<file path="src/rtl/seq_divider.sv">
// rtl/seq_divider.sv - multi-cycle unsigned restoring divider, one quotient bit per clock
//
// Purpose:
//   Unsigned restoring division. After a start is accepted the divider
//   iterates WIDTH times, then presents quotient/remainder for one DONE
//   cycle. A zero divisor finishes immediately with quotient = all ones,
//   remainder = dividend and div_by_zero set.
//
// Ports (seq_divider):
//   clk          in   rising-edge clock
//   rst          in   synchronous active-high reset
//   start        in   request a division (accepted in IDLE or DONE)
//   dividend     in   WIDTH  unsigned dividend, sampled with accepted start
//   divisor      in   WIDTH  unsigned divisor, sampled with accepted start
//   busy         out  high while iterating
//   done         out  single-cycle result-valid pulse
//   quotient     out  WIDTH  registered quotient
//   remainder    out  WIDTH  registered remainder
//   div_by_zero  out  last accepted operation had divisor == 0
//
// Ports (sub):
//   a_i     in   W  minuend
//   b_i     in   W  subtrahend
//   diff_o  out  W  a_i - b_i (modulo 2^W)
//   cout_o  out  1 when no borrow (a_i >= b_i)

module sub #(
    parameter int W = 33
) (
    input  logic [W-1:0] a_i,
    input  logic [W-1:0] b_i,
    output logic [W-1:0] diff_o,
    output logic         cout_o
);

    // a + ~b + 1: the carry out of the top bit is the "no borrow" flag.
    assign {cout_o, diff_o} = {1'b0, a_i} + {1'b0, ~b_i} + {{W{1'b0}}, 1'b1};

endmodule

module seq_divider #(
    parameter int WIDTH = 32
) (
    input  logic             clk,
    input  logic             rst,
    input  logic             start,
    input  logic [WIDTH-1:0] dividend,
    input  logic [WIDTH-1:0] divisor,
    output logic             busy,
    output logic             done,
    output logic [WIDTH-1:0] quotient,
    output logic [WIDTH-1:0] remainder,
    output logic             div_by_zero
);

    localparam int CW = $clog2(WIDTH) + 1;

    typedef enum logic [1:0] {
        S_IDLE = 2'd0,
        S_RUN  = 2'd1,
        S_DONE = 2'd2
    } state_t;

    state_t           state_q, state_d;
    logic [WIDTH-1:0] dvd_q, dvd_d;      // dividend shifts out the top, quotient bits enter the bottom
    logic [WIDTH-1:0] dvs_q, dvs_d;
    logic [WIDTH:0]   rem_q, rem_d;      // partial remainder R
    logic [CW-1:0]    cnt_q, cnt_d;
    logic [WIDTH-1:0] quo_q, quo_d;      // output registers, separate from the working set
    logic [WIDTH-1:0] remo_q, remo_d;
    logic             dbz_q, dbz_d;

    logic [WIDTH:0]   shifted;
    logic [WIDTH:0]   diff;
    logic             no_borrow;
    logic             accept;
    logic             qbit;
    logic             rem_msb_unused;

    // R' can exceed 2^WIDTH, so the trial subtraction is WIDTH+1 bits wide.
    assign shifted = {rem_q[WIDTH-1:0], dvd_q[WIDTH-1]};

    sub #(.W(WIDTH + 1)) u_sub (
        .a_i    (shifted),
        .b_i    ({1'b0, dvs_q}),
        .diff_o (diff),
        .cout_o (no_borrow)
    );

    // R stays below the divisor after every iteration, so its MSB is never
    // fed back into the next shift.
    assign rem_msb_unused = rem_q[WIDTH];

    assign accept = start && ((state_q == S_IDLE) || (state_q == S_DONE));
    assign qbit   = no_borrow;

    always_comb begin
        state_d = state_q;
        dvd_d   = dvd_q;
        dvs_d   = dvs_q;
        rem_d   = rem_q;
        cnt_d   = cnt_q;
        quo_d   = quo_q;
        remo_d  = remo_q;
        dbz_d   = dbz_q;

        case (state_q)
            S_IDLE: state_d = S_IDLE;
            S_RUN: begin
                rem_d = qbit ? diff : shifted;
                dvd_d = {dvd_q[WIDTH-2:0], qbit};
                cnt_d = cnt_q + CW'(1);
                if (cnt_q == CW'(WIDTH - 1)) begin
                    state_d = S_DONE;
                    quo_d   = {dvd_q[WIDTH-2:0], qbit};
                    remo_d  = qbit ? diff[WIDTH-1:0] : shifted[WIDTH-1:0];
                    dbz_d   = 1'b0;
                end
            end
            S_DONE:  state_d = S_IDLE;
            default: state_d = S_IDLE;
        endcase

        // Only possible in IDLE or DONE, so it never collides with RUN updates.
        if (accept) begin
            dvd_d = dividend;
            dvs_d = divisor;
            rem_d = '0;
            cnt_d = '0;
            if (divisor != '0) begin
                state_d = S_RUN;
            end else begin
                state_d = S_DONE;
                quo_d   = '1;
                remo_d  = dividend;
                dbz_d   = 1'b1;
            end
        end
    end

    always_ff @(posedge clk) begin
        if (rst) begin
            state_q <= S_IDLE;
            dvd_q   <= '0;
            dvs_q   <= '0;
            rem_q   <= '0;
            cnt_q   <= '0;
            quo_q   <= '0;
            remo_q  <= '0;
            dbz_q   <= 1'b0;
        end else begin
            state_q <= state_d;
            dvd_q   <= dvd_d;
            dvs_q   <= dvs_d;
            rem_q   <= rem_d;
            cnt_q   <= cnt_d;
            quo_q   <= quo_d;
            remo_q  <= remo_d;
            dbz_q   <= dbz_d;
        end
    end

    assign busy        = (state_q == S_RUN);
    assign done        = (state_q == S_DONE);
    assign quotient    = quo_q;
    assign remainder   = remo_q;
    assign div_by_zero = dbz_q;

endmodule
</file>
<file path="config.mk">
export PLATFORM = sky130hd
export DESIGN_NAME = seq_divider
export DESIGN_NICKNAME = d
export VERILOG_FILES = /design/src/rtl/seq_divider.sv
export SDC_FILE = /design/constraint.sdc
export NUM_CORES = 1
export LEC_CHECK = 0
export CAP_MARGIN = 30
export CORE_MARGIN = 4
export CORE_UTILIZATION = 25
export DETAILED_ROUTE_END_ITERATION = 10
export PLACE_DENSITY_LB_ADDON = 0.1
export SETUP_SLACK_MARGIN = 0.3
export SLEW_MARGIN = 5
export SYNTH_ARGS = -nofsm -noshare
export SYNTH_HDL_FRONTEND = slang
export SYNTH_SLANG_ARGS = --single-unit
</file>
<file path="constraint.sdc">
create_clock -name clk -period 4.21 [get_ports clk]
set_clock_uncertainty 0.2 [all_clocks]
set_input_delay 0.6315 -clock clk [delete_from_list [all_inputs] [get_ports clk]]
set_output_delay 0.6315 -clock clk [all_outputs]
set_load 0.02 [all_outputs]
</file>
Yosys cells after proc, flatten, opt, wreduce, memory -nomap -nowiden
Index checks and enable logic that the tools add are counted.
{"block": "word_totals", "register_bits": 169, "latchBits": 0, "ram_bits": 0, "romBits": 0, "input_bits": 67, "out_inout_bits": 67, "n_memories": 0}
{"block": "classes", "add_sub_neg": 3, "mul": 0, "div_mod_pow": 0, "magnitude_cmp": 0, "n_eq_ne": 4, "shift": 0, "muxes": 20, "bitwise_logic": 1, "reduce_logical": 6}
{"op": "two-way mux 32 bit", "n": 12}
{"op": "adder 33 x 33 -> 34 bit", "n": 1}
{"op": "adder 34 x 1 -> 34 bit, second input constant", "n": 1}
{"op": "inverter 32 -> 33 bit", "n": 1}
{"op": "nonzero test 32 bit", "n": 1}
{"op": "two-way mux 2 bit", "n": 4}
{"op": "adder 6 x 1 -> 6 bit, second input constant", "n": 1}
{"op": "== test 6 x 5 -> 1 bit, second input constant", "n": 1}
{"op": "two-way mux 1 bit", "n": 4}
{"op": "inequality test 3 x 1 -> 1 bit, second input constant", "n": 1}
{"op": "== test 2 x 1 -> 1 bit, second input constant", "n": 1}
{"op": "== test 2 bit, second input constant", "n": 1}
{"op": "zero test 2 bit", "n": 1}
{"op": "nonzero test 2 bit", "n": 1}
{"op": "OR reduction 2 bit", "n": 1}
{"op": "logical AND 1 bit", "n": 1}
{"op": "logical OR 1 bit", "n": 1}

Depth between registers and ports, before layout
{"block": "logic_depth", "word_depth": 8, "depth_mapped": 14}

Modules after synthesis
Synthesis repeated with hierarchy kept, for this count alone.
{"block": "hier_totals", "hier_cells": 1074, "hier_area_um2": 8887.3}
{"module": "seq_divider", "n_inst": 1, "cells_each": 806, "area_per_inst_um2": 6982.9, "seq_area_each_um2": 3383.2}
{"module": "sub", "n_inst": 1, "cells_each": 268, "area_per_inst_um2": 1904.3, "seq_area_each_um2": 0.0}

Worst setup path before layout
OpenSTA, ideal clock, no wires.
{"block": "synth_timing", "path_type": "reg2reg", "startpoint": "register dvd_q[31]", "endpoint": "register remo_q[28], in the netlist remainder[28]", "setup_time_ns": 0.103, "arrival_time_ns": 2.874, "setup_slack_ns": 1.033, "stages_incl_launch_ff": 14, "path_buffers": 0, "synth_period_minus_slack_ns": 3.177, "cell_sequence": "dfxtp_1 -> inv_1 -> ha_1 -> fa_1 -> nand2b_1 -> a21oi_1 -> o2111ai_1 -> a21boi_1 -> a31o_1 -> a21o_1 -> mux2_2 -> nand3_1 -> mux2i_1 -> a2111oi_2"}
{"block": "synth_via", "elab_chain_len": 7}
{"element": "start, declared", "line_no": "65", "text": "logic [WIDTH-1:0] dvd_q, dvd_d;"}
{"element": "start signal, assigned", "line_no": "153", "text": "dvd_q <= dvd_d;"}
{"element": "adder 33 x 33 -> 34 bit (*)", "line_no": "37", "text": "assign {cout_o, diff_o} = {1'b0, a_i} + {1'b0, ~b_i} + {{W{1'b0}}, 1'b1};"}
{"element": "adder 34 x 1 -> 34 bit (*)", "line_no": "37"}
{"element": "two-way mux 32 bit (*)", "line_no": "116", "text": "remo_d = qbit ? diff[WIDTH-1:0] : shifted[WIDTH-1:0];"}
{"element": "two-way mux 32 bit (*)", "line_no": "113", "text": "if (cnt_q == CW'(WIDTH - 1)) begin"}
{"element": "two-way mux 32 bit (*)", "line_no": "107", "text": "case (state_q)"}
{"element": "two-way mux 32 bit", "line_no": "130", "text": "if (divisor != '0) begin"}
{"element": "two-way mux 32 bit (*)", "line_no": "125", "text": "if (accept) begin"}
{"element": "end signal, assigned", "line_no": "158", "text": "remo_q <= remo_d;"}
{"element": "end, declared", "line_no": "70", "text": "logic [WIDTH-1:0] remo_q, remo_d;"}
Every way passes the cells marked *; elsewhere a longest branch is shown, timed or not.
A chain may end at the register's enable or synchronous reset.

Worst setup path after layout
Same ends and word-level chain as after synthesis.

==> results.txt <==
critical path start-end classification: reg -> reg
Placer Congestion: 0.835
count of hold-fix buffers inserted at cts: 0
fraction of the core area covered by cells at the end of the flow: 32.5%
Syn Std Cell Area: 8620 sq um
CP Depth: 13
Die Area: 37500 sq um
Vias/cell: 4.89
slowest cell on the critical path: fa_1
CTS tree: built
final net count: 1308
fill count: 3674
largest fanout on the critical path: 3
final antenna diode count: 0
launching element type of the critical path: register
flops & latches, synth: 169
initial standard-cell utilization of the core: 25.5%
syn_area_per_cell: 7.72 sq um
RSZ-0062 raised after global routing: false
number of global-route vias before repair: 8512
total number of placement rows: 67
share of post-route cells with drive strength above 1: 5.41%
async set or reset register ratio after synthesis: 0%
final worst path period need: 3610 ps
total wire length: 30300 microns
Num Clock Sinks: 169
Skew-Pair Late Insertion Delay: 430 ps
number of buffers created by CTS: 17
clock tree root buffer cell: clkbuf_16
Final period util: 85.8%
setup ws final: 598 ps
global-route wire length before repair: 48500 microns
total via count in the routed design: 8149
Clk pin slew, worst setup/hold paths: 60 ps
delay of the slowest critical-path stage: 400 ps
CP Data Arrival Time: 3740 ps
cell area power density: 418 nW/um^2
Bufs and invs on worst path: 1
Syn-to-layout area delta: 27.5%
antenna violations before repair: 0
class of the most critical hold timing path: reg -> reg
Worst R2R Setup Slack: 600 ps
sequential element share of the synthesized area: 39.3%
cell family with most CP delay: compound AO/OA/AOI/OAI gates
final design instance area without fill: 11000 sq um
Max Cap Viol: 0
boundary pin count: 134
VDD IR-drop max: 295 uV
nature of the critical path endpoint: register
Die W: 194 microns
maximum clock frequency: 0.277 GHz
average detailed-routed wire length per instance: 18.1 microns
grt total ovfl: 0
synthesized instance count: 1117
Hold Path Stages: 2
Place WS: 646 ps
post-synthesis net count: 1218
source of the worst hold timing path: dvs_q[18]$_SDFFE_PP0P_
largest net degree at the start of global routing: 87
core area: 33800 sq um
overall global routing resource usage: 16.0%
number of I/O port buffers: 133
level count of the clock H-tree: 4
Yosys warning total: 0
top flip-flop cell by instance count after synthesis: dfxtp_1
cells traversed along the worst timing path: inv_1 -> ha_1 -> fa_1 -> nand2b_1 -> a21oi_1 -> o2111ai_1 -> a21boi_1 -> a31o_1 -> a21o_1 -> mux2_2 -> nand3_1 -> mux2i_1 -> a2111oi_2
count of different cell masters after synthesis: 68
CP required: 4340 ps
Max clock buf depth: 2
worst hold margin: 254 ps
DR pass1 iterations: 5
result of the run: completed
cell area after placement: 10400 sq um
worst relative slew slack: 37.8%
measured slew at the worst slew-check pin: 934 ps
final setup fails: 0
path depth of the worst reg2reg path: 13
Initial DRC Count: 493
Residual DRC: 0
number of flops mapped to enable cells by yosys: 0
endpoint of the worst hold-timing path: dvs_q[18]$_SDFFE_PP0P_
die span in y: 194 microns
ANT nets after route: 0
HPWL after detailed placement: 21900 microns
final hold viol count: 0
leakage power: 0.00388 uW
source of the worst register-to-register timing path: dvd_q[31]$_SDFFE_PP0P_
max-slew violation total from the final report: 0
Critical R2R Capture: remainder[28]$_SDFF_PP0_
total negative slack for setup checks: 0 ps
==> registers in the layout (all words and copies together) (netlist names) <==
| signal | flops |
|---|---|
| dvs_q | 32 |
| quotient | 32 |
| rem_q | 32 |
| state_q | 2 |
| remainder | 32 |
| div_by_zero | 1 |
| dvd_q | 32 |
| cnt_q | 6 |
==> Yosys cell counts, drive strengths merged (2+ instances only) <==
library cell | instances | area share [%]
nand2 | 222 | 9.7
dfxtp | 169 | 39
a21oi | 159 | 9.4
nor2 | 81 | 3.5
clkbuf | 65 | 2.8
o21ai | 52 | 3.1
inv | 42 | 1.8
a31oi | 39 | 2.8
ha | 33 | 4.8
a22oi | 32 | 2.8
a211oi | 28 | 2.4
mux2i | 19 | 2.2
xnor2 | 16 | 1.6
nor3 | 14 | 0.81
buf | 13 | 0.81
xor2 | 13 | 1.3
a21o | 11 | 0.96
nand3 | 11 | 0.64
o211ai | 10 | 0.93
nand4 | 8 | 0.58
nor4 | 8 | 0.58
nand2b | 7 | 0.51
a2111oi | 5 | 0.87
nor2b | 5 | 0.36
or3 | 5 | 0.36
and2 | 4 | 0.32
o21a | 4 | 0.35
o21bai | 4 | 0.39
a21boi | 3 | 0.26
nor4b | 3 | 0.30
a211o | 2 | 0.20
a31o | 2 | 0.20
and3 | 2 | 0.15
o221ai | 2 | 0.20
o31a | 2 | 0.20
o32a | 2 | 0.23
==> where the power goes <==
group	switching, uW	internal, uW
combinational	746	484
clock	681	968
sequential	53.3	1660
==> worst max-delay path by stage <==
stage	start	end	slack [ps]
CTS	dvd_q[31]$_SDFFE_PP0P_	remainder[28]$_SDFF_PP0_	610
finish	dvd_q[31]$_SDFFE_PP0P_	remainder[28]$_SDFF_PP0_	600
global placement	dvs_q[8]$_SDFFE_PP0P_	remainder[9]$_SDFF_PP0_	690
global route	dvd_q[31]$_SDFFE_PP0P_	remainder[28]$_SDFF_PP0_	350
detailed placement	dvd_q[31]$_SDFFE_PP0P_	remainder[28]$_SDFF_PP0_	650
floorplan	dvd_q[31]$_SDFFE_PP0P_	remainder[28]$_SDFF_PP0_	1030
==> cells by family after synthesis <==
family / Yosys count / share of synthesized area, %
and+or+nand+nor: 375 / 18.3
buffers and inverters: 121 / 5.52
adders and majority gates: 34 / 5.02
xor gates and xnor gates: 29 / 2.95
DFF: 169 / 39.3
muxes: 20 / 2.34
AOI/OAI and AO/OA: 369 / 26.6
==> timing repair <==
item	in CTS	in global routing
resized for setup	0	1
endpoints found under the setup margin	0	1
setup buffers	0	0
==> cell type report <==
type	count	area (sq um)	share of cell area (%)
Multi-Input combinational cell	827	4790	43.6
Sequential cell	169	3380	30.8
Timing Repair Buffer	149	1490	13.5
Tap cell	448	561	5.10
Clock buffer	22	464	4.23
Inverter	43	161	1.47
Clock inverter	10	143	1.30
==> cells in the final DEF (no fill, tap or decap), drive strengths merged, types with 7 or more instances in the layout <==
| cell type | synthesis | layout |
|---|---|---|
| inv | 42 | 43 |
| dfxtp | 169 | 169 |
| nor4 | 8 | 8 |
| xor2 | 13 | 13 |
| nand2 | 222 | 222 |
| a31oi | 39 | 39 |
| nor2 | 81 | 81 |
| clkdlybuf4s50 | 0 | 132 |
| buf | 13 | 17 |
| nand2b | 7 | 7 |
| o21ai | 52 | 52 |
| a22oi | 32 | 32 |
| a21oi | 159 | 159 |
| clkbuf | 65 | 22 |
| o211ai | 10 | 10 |
| nand4 | 8 | 8 |
| nand3 | 11 | 11 |
| xnor2 | 16 | 16 |
| mux2i | 19 | 19 |
| ha | 33 | 33 |
| a211oi | 28 | 28 |
| a21o | 11 | 11 |
| nor3 | 14 | 14 |
==> through the flow <==
step	power, uW	cells
floorplan	2610	1117
global placement	3000	1636
detailed placement	2990	1636
CTS	4660	1668
global route	4870	1668
finish	4600	1668
==> metal layers <==
layer | global-route usage (%) | routed length, microns | share of wire [%] | vias to the layer above
li1 | - | - | - | 4110
met1 | 20.2 | 13700 | 45 | 3898
met2 | 29.0 | 15300 | 51 | 121
met3 | 2.66 | 830 | 2.7 | 20
met4 | 3.28 | 372 | 1.2 | 0
met5 | 0 | 0 | 0 | -
==> tightest hold or removal path: stages, from the launching register on <==
cell and delay (ps):
dfxtp_1 310, nand2_1 50, a21oi_1 50
Power figures use the tool's default switching activity.
